[src/rtl/instr_fetch_unit_pkg.sv]
// rtl/instr_fetch_unit_pkg.sv - shared types and constants for the instruction fetch unit
package instr_fetch_unit_pkg;

    typedef enum logic [1:0] {
        ST_IDLE  = 2'd0,
        ST_REQ   = 2'd1,
        ST_VALID = 2'd2
    } state_t;

    localparam logic [31:0] RESET_VECTOR_DEFAULT = 32'h0000_0000;
    localparam logic [31:0] NOP                  = 32'h0000_0000;
    localparam logic [31:0] PC_INC               = 32'd4;

endpackage

[src/rtl/instr_fetch_unit_pc_next_logic.sv]
// rtl/instr_fetch_unit_pc_next_logic.sv - combinational next-pc select (jump > branch > sequential)
module pc_next_logic
    import instr_fetch_unit_pkg::*;
(
    input  logic [31:0] pc_i,
    input  logic        pcsrc_i,
    input  logic        jump_i,
    input  logic [31:0] immediate_i,
    input  logic [25:0] jump_imm_i,
    output logic [31:0] next_pc_o
);

    logic [31:0] pc_plus4;

    assign pc_plus4 = pc_i + PC_INC;

    always_comb begin
        next_pc_o = pc_plus4;
        if (jump_i) begin
            next_pc_o = {pc_plus4[31:28], jump_imm_i, 2'b00};
        end else if (pcsrc_i) begin
            // word offset scaled to bytes; arithmetic wraps modulo 2^32
            next_pc_o = pc_plus4 + (immediate_i << 2);
        end
    end

endmodule

[src/rtl/instr_fetch_unit.sv]
// rtl/instr_fetch_unit.sv - fetch FSM, pc register and memory-timeout watchdog
module instr_fetch_unit
    import instr_fetch_unit_pkg::*;
#(
    parameter logic [31:0] RESET_VECTOR = RESET_VECTOR_DEFAULT,
    parameter int unsigned TIMEOUT      = 255
) (
    input  logic        clk,
    input  logic        rst,
    input  logic        PCSrc,
    input  logic        Jump,
    input  logic [31:0] immediate,
    input  logic [25:0] Jump_immediate,
    input  logic        exec_done,
    output logic        imem_req,
    output logic [11:0] imem_addr,
    input  logic [31:0] imem_rdata,
    input  logic        imem_ack,
    output logic [31:0] instruction,
    output logic        instr_valid,
    output logic [31:0] pc,
    output logic        fetch_err
);

    localparam int CW = (TIMEOUT < 2) ? 1 : $clog2(TIMEOUT + 1);
    localparam logic [CW-1:0] WAIT_LAST = CW'(TIMEOUT - 1);

    state_t        state_q, state_d;
    logic [31:0]   pc_q, pc_d;
    logic [31:0]   instr_q, instr_d;
    logic [CW-1:0] wait_q, wait_d;
    logic          err_q, err_d;
    logic [31:0]   next_pc;

    pc_next_logic u_pc_next (
        .pc_i        (pc_q),
        .pcsrc_i     (PCSrc),
        .jump_i      (Jump),
        .immediate_i (immediate),
        .jump_imm_i  (Jump_immediate),
        .next_pc_o   (next_pc)
    );

    always_ff @(posedge clk or posedge rst) begin
        if (rst) begin
            state_q <= ST_IDLE;
            pc_q    <= RESET_VECTOR;
            instr_q <= NOP;
            wait_q  <= '0;
            err_q   <= 1'b0;
        end else begin
            state_q <= state_d;
            pc_q    <= pc_d;
            instr_q <= instr_d;
            wait_q  <= wait_d;
            err_q   <= err_d;
        end
    end

    always_comb begin
        state_d = state_q;
        case (state_q)
            ST_IDLE:  state_d = ST_REQ;
            ST_REQ:   if (imem_ack) state_d = ST_VALID;
            ST_VALID: if (exec_done) state_d = ST_REQ;
            default:  state_d = ST_IDLE;
        endcase
    end

    always_comb begin
        pc_d    = pc_q;
        instr_d = instr_q;
        wait_d  = wait_q;
        err_d   = err_q;
        case (state_q)
            ST_REQ: begin
                if (imem_ack) begin
                    instr_d = imem_rdata;
                    wait_d  = '0;
                end else if (wait_q == WAIT_LAST) begin
                    // timed out: flag it and keep requesting the same pc
                    err_d  = 1'b1;
                    wait_d = '0;
                end else begin
                    wait_d = wait_q + CW'(1);
                end
            end
            ST_VALID: begin
                wait_d = '0;
                if (exec_done) pc_d = next_pc;
            end
            default: wait_d = '0;
        endcase
    end

    always_comb begin
        imem_req    = (state_q == ST_REQ);
        instr_valid = (state_q == ST_VALID);
    end

    assign imem_addr   = pc_q[13:2];
    assign instruction = instr_q;
    assign pc          = pc_q;
    assign fetch_err   = err_q;

endmodule

[config.mk]
export PLATFORM = sky130hd
export DESIGN_NAME = instr_fetch_unit
export DESIGN_NICKNAME = d
export VERILOG_FILES = /design/src/rtl/instr_fetch_unit_pkg.sv /design/src/rtl/instr_fetch_unit_pc_next_logic.sv /design/src/rtl/instr_fetch_unit.sv
export SDC_FILE = /design/constraint.sdc
export NUM_CORES = 1
export LEC_CHECK = 0
export CAP_MARGIN = 20
export CORE_MARGIN = 2
export CORE_UTILIZATION = 45
export DETAILED_ROUTE_END_ITERATION = 7
export PLACE_DENSITY = 0.81
export SLEW_MARGIN = 20
export SYNTH_ARGS = -nofsm -noshare
export SYNTH_HDL_FRONTEND = slang
export SYNTH_SLANG_ARGS = --single-unit
[constraint.sdc]
create_clock -name clk -period 10.2 [get_ports clk]
set_input_delay 1.53 -clock clk [delete_from_list [all_inputs] [get_ports clk]]
set_output_delay 1.53 -clock clk [all_outputs]
set_load 0.02 [all_outputs]
* Word level (Yosys, flattened, before mapping) *
Cells that the tools add are included.

storage, ports and cells
  latch bits = 0
  output and inout bits = 79
  RAM bits = 0
  register bits = 75
  word-level logic and storage cells = 27
  memory bits (read-only) = 0
  memories kept = 0

cells by class
  $add $sub $neg = 3
  div/mod/pow operators = 0
  bitwise gates (word level) = 1
  magnitude comparators = 0
  muxes and demuxes = 8
  reduce and logical (&&, ||, !) cells = 5
  equal/unequal tests = 5
  shifts and indexed selects = 0
  $mul = 0

operators with widths
  operator                                              number
  two-way mux 32 bit                                    2
  adder 32 x 3 -> 32 bit (second input constant)        1
  adder 32 bit                                          1
  two-way mux 8 bit                                     3
  adder 8 x 1 -> 8 bit (second input constant)          1
  equality test 8 bit (second input constant)           1
  case mux 2 bit (3 select lines)                       1
  AND reduction 2 bit                                   3
  two-way mux 2 bit                                     2
  AND reduction 3 bit                                   1
  equality test 2 x 1 -> 1 bit (second input constant)  1
  equality test 2 bit (second input constant)           1
  logical NOT 2 bit                                     1
  != test 2 x 1 -> 1 bit (second input constant)        1
  != test 2 bit (second input constant)                 1
  NOT 1 bit                                             1

* Logic depth before layout (Yosys ltp) *
  depth after elaboration = 4
  depth in mapped cells = 18

* Modules after synthesis *
From an unflattened synthesis, not the netlist that was laid out.

second synthesis, totals
  cell total of the unflattened synthesis = 597
  area total of the unflattened synthesis = 5694.2 sq um

by module, submodules not included
  module            area an instance (sq um)  cells each  instances
  instr_fetch_unit  3004.1                    201         1
  pc_next_logic     2690.1                    396         1

* Worst setup path after synthesis *
No wires, ideal clock.

  path kind = register -> register
  start = register pc_q[8] (netlist: pc[8])
  end = register pc_q[31] (netlist: pc[31])
  slack = 6144 ps
  stages on the path, launching flop included = 19
  buffers on the path = 3
  arrival time = 3977 ps
  required time = 10121 ps
  path through = dfrtp_1 -> buf_4 -> nand4_1 -> or3_1 -> clkbuf_2 -> nor3_1 -> and2_1 -> and3_1 -> xor2_1 -> ha_1 -> clkbuf_1 -> and3_1 -> nand2_1 -> nor3_1 -> inv_1 -> and4_4 -> or4_4 -> a21oi_2 -> xor2_1

on the way
  word-level cells in the longest chain between the ends = 4

ends and longest elaborated chain
  item                        RTL line                              text
  from (decl)                 instr_fetch_unit.sv:29                logic [31:0] pc_q, pc_d;
  from (signal assigned)      instr_fetch_unit.sv:53                pc_q <= pc_d;
  adder 32 x 3 -> 32 bit (*)  instr_fetch_unit_pc_next_logic.sv:15  assign pc_plus4 = pc_i + PC_INC;
  adder 32 bit                instr_fetch_unit_pc_next_logic.sv:23  next_pc_o = pc_plus4 + (immediate_i << 2);
  two-way mux 32 bit          instr_fetch_unit_pc_next_logic.sv:21  end else if (pcsrc_i) begin
  two-way mux 32 bit (*)      instr_fetch_unit_pc_next_logic.sv:19  if (jump_i) begin

Every way passes the cells marked *; elsewhere a longest branch is shown, timed or not.
A chain may end at the register's enable or synchronous reset.

* Final worst setup path *
  start = input immediate[0]
  end = register pc_q[20] (netlist: pc[20])

on the way
  word-level cells in the longest chain between the ends = 3

ends and longest elaborated chain
  item                RTL line                              text
  from (decl)         instr_fetch_unit.sv:12                input logic [31:0] immediate,
  adder 32 bit        instr_fetch_unit_pc_next_logic.sv:23
  two-way mux 32 bit  instr_fetch_unit_pc_next_logic.sv:21
  two-way mux 32 bit  instr_fetch_unit_pc_next_logic.sv:19

Every way passes these cells.

==> metrics.md <==
| Metric | Value |
|---|---|
| Inserted Clock Buffers | 9 |
| Routed vias | 5361 |
| Largest net degree at the start of global routing | 74 |
| Post-synthesis sequential area ratio | 33.05% |
| Relative slew slack | 35.87% |
| Max IR drop VDD | 119.9 uV |
| CP Capture Type | flip-flop |
| Dominant cells by area after synthesis | dfrtp_1 (33%), ha_1 (8.8%), mux2_2 (6.7%) |
| DRT Pass-1 Iters | 5 |
| Initial DRC count | 277 |
| Worst Setup SP | immediate[0] |
| Pwr Total | ~2300 uW |
| Worst hold path class | reg2reg |
| Final wirelength | 16900 um |
| Drt drc | 0 |
| Worst setup margin | between 5000 and 6000 ps |
| Reg2reg start | pc[8] |
| FFs w/ async S/R, synth | between 90% and 100% |
| Routability Congestion | 0.9429 |
| Final Max Tran Viols | 0 |
| Data arrival, critical path | 4850 ps |
| Outcome | finished, final reports clean |
| P&R area growth vs syn | 36.81% |
| Critical path type | in2reg |
| Worst slew pin tran | 962.0 ps |
| FMAX | 214.9 MHz |
| Initial antenna violation count | 0 |
| Clock latency on the worst-skew pair | between 300 and 400 ps |
| Setup TNS | 0 ps |
| Vias/cell | 5.758 |
| Skew final | 6.227 ps |
| Die Width | 114.8 um |
| Vias in the first global route | 5491 |
| Fill cells | around 1.0k |
| DIE HEIGHT | 114.8 um |
| # H-tree levels | 3 |
| Crit path max fanout | 4 |
| Seq cells post-synth | 73 |
| Total Nets Final | 916 |
| Worst hold slack | 478.8 ps |
| Core Util, Final | 62.95% |
| CTS root buffer | clkbuf_16 |
| Synth top area share | 33.05% |
| Leak | 0.003238 uW |
| Routed Antenna Nets | 0 |
| Site Rows | 40 |
| RSZ-0062 raised after global routing | false |
| Mapped Area | approximately 5500 um^2 |
| Final hold violation count | 0 |
| Layout cells sized above 1 | 8.673% |
| Critical Path Start Type | primary input |
| Warning count from the yosys run | 0 |
| Post-cts sizing count | 0 |
| Min-delay src | fetch_err |
| Primary FF master, synth | dfrtp_1 |
| Pwr dens | 302.5 nW/um^2 |
| CORE AREA | 12010 um^2 |
| # setup viols final | 0 |
| Avg WL per Cell | about 18 um |
| Pre-CTS setup slack | 5345 ps |
| CTS tree | built |
| Total track usage | 25.95% |
| Final min period | 4654 ps |
| GRT overflow | 0 |
| Tcrit/Tclk final | 45.63% |
| ANT cells | 0 |
| Netlist cell types | 64 |
| # Post-CTS Setup Buffers | 0 |
| Final HPWL DP | between 10000 and 15000 um |
| Die ar. | between 10000 and 15000 um^2 |
| IO Port Bufs | 170 |
| Post-Synthesis Cells | 632 |
| Clk sinks | 73 |
| Initial core utilization | 46.01% |
| WP data required | 10390 ps |
| Mapped Avg Cell Area | 8.745 um^2 |
| First-pass GRT wire length | roughly 27000 um |
| Hold-fix buffers at CTS | 0 |
| Clock-pin slew on the worst setup and hold paths | around 60 ps |
| EDFF count, synth | 0 |
| IO Count | ~180 |
| Cell taking the most area after synthesis | dfrtp_1 |
| Max Root-Sink Buffers | 2 |
| Max Cap Violations | 0 |
## report_power, final
group | internal, uW | switching, uW | total [uW]
Clock | 213 | 128 | 341
Sequential | 416 | 145 | 560
Combinational | 657 | 729 | 1390
Total | 1290 | 1000 | 2290
## flip-flops by register name, summed over array words and instances (netlist names)
register     cells
fetch_err        1
instruction     32
pc              30
state_q          2
wait_q           8
## placed cells by master (no fill, tap or decap), types with 3 or more instances in the layout
master           instances
clkdlybuf4s50_1        170
o221ai_1                 3
xnor2_1                 33
nand3_2                  3
nand4_1                  9
a221oi_1                 7
xor2_1                  23
mux2i_1                  6
mux2_2                  33
a21oi_1                 50
a31oi_1                  3
nor3_1                  15
nand3_1                 20
inv_1                   17
nor2b_1                  5
a21o_1                  15
buf_4                    5
ha_1                    39
o31ai_1                  3
o21ai_0                 45
nand2_1                 67
and3_1                   9
a211oi_1                 6
or3_1                    3
o22ai_1                  3
o21bai_1                 3
clkbuf_16                9
nor2_1                  55
dfrtp_1                 73
## per-stage QoR
step | instances | cell area, um^2
after floorplan | 633 | 5530
after global placement | 916 | 7248
after detailed placement | 916 | 7251
after CTS | 931 | 7561
after global routing | 931 | 7561
final | 931 | 7561
## synth_stat cells (15+ instances only)
cell type	number
a21o_1	15
a21oi_1	50
buf_4	15
clkbuf_1	18
dfrtp_1	73
ha_1	39
inv_1	18
mux2_2	33
nand2_1	68
nand3_1	20
nor2_1	55
nor3_1	15
o21ai_0	45
xnor2_1	33
xor2_1	23
## metal layers
metal / vias to the layer above / GRT usage (%) / part of all wire [%]
li1: 2545 / - / -
met1: 2565 / 32.16 / 41
met2: 206 / 44.85 / 50
met3: 45 / 3.795 / 5.4
met4: 0 / 11.81 / 3.2
met5: - / 0 / 0
## final cells by class
class                   instances  area [um^2]  share of cell area [%]
multi-input cells             502         3430                   45.36
inverters                      19        71.32                  0.9432
well taps                     147        183.9                   2.433
repair buffers                175         1739                   23.00
flip-flops and latches         73         1827                   24.16
clock inverters                 5        81.33                   1.076
clock buffers                  10        229.0                   3.028
## cell families (layout without fill, tap and decap cells)
| family | Yosys count | in the layout | share of synthesized area, % |
|---|---|---|---|
| buffers and inverters | 58 | 209 | 5.003 |
| adders and majority gates | 40 | 40 | 9.192 |
| other | 1 | 2 | 0.06785 |
| and+or+nand+nor | 199 | 199 | 16.82 |
| DFF | 73 | 73 | 33.05 |
| muxes | 39 | 39 | 7.811 |
| AOI/OAI and AO/OA | 166 | 166 | 19.18 |
| xor gates and xnor gates | 56 | 56 | 8.875 |
## final timing paths
path	to	slack [ps]	depth (start not counted)
max	pc[20]	5550	12
min	fetch_err	480	1
max reg2reg	pc[31]	5690	15
min reg2reg	fetch_err	480	1
max in group asynchronous	pc[25]	7760	3
min in group asynchronous	state_q[0]	1830	3
## critical path, cell delays in order
cell,delay (ps)
clkdlybuf4s50_1,430
ha_1,240
fa_1,410
a21oi_1,210
o21ai_0,150
a211oi_1,390
o31a_1,290
o21ai_1,130
a221o_1,440
xor2_1,190
a221oi_1,300
o22ai_1,130
(Power assumes the default switching activity.)
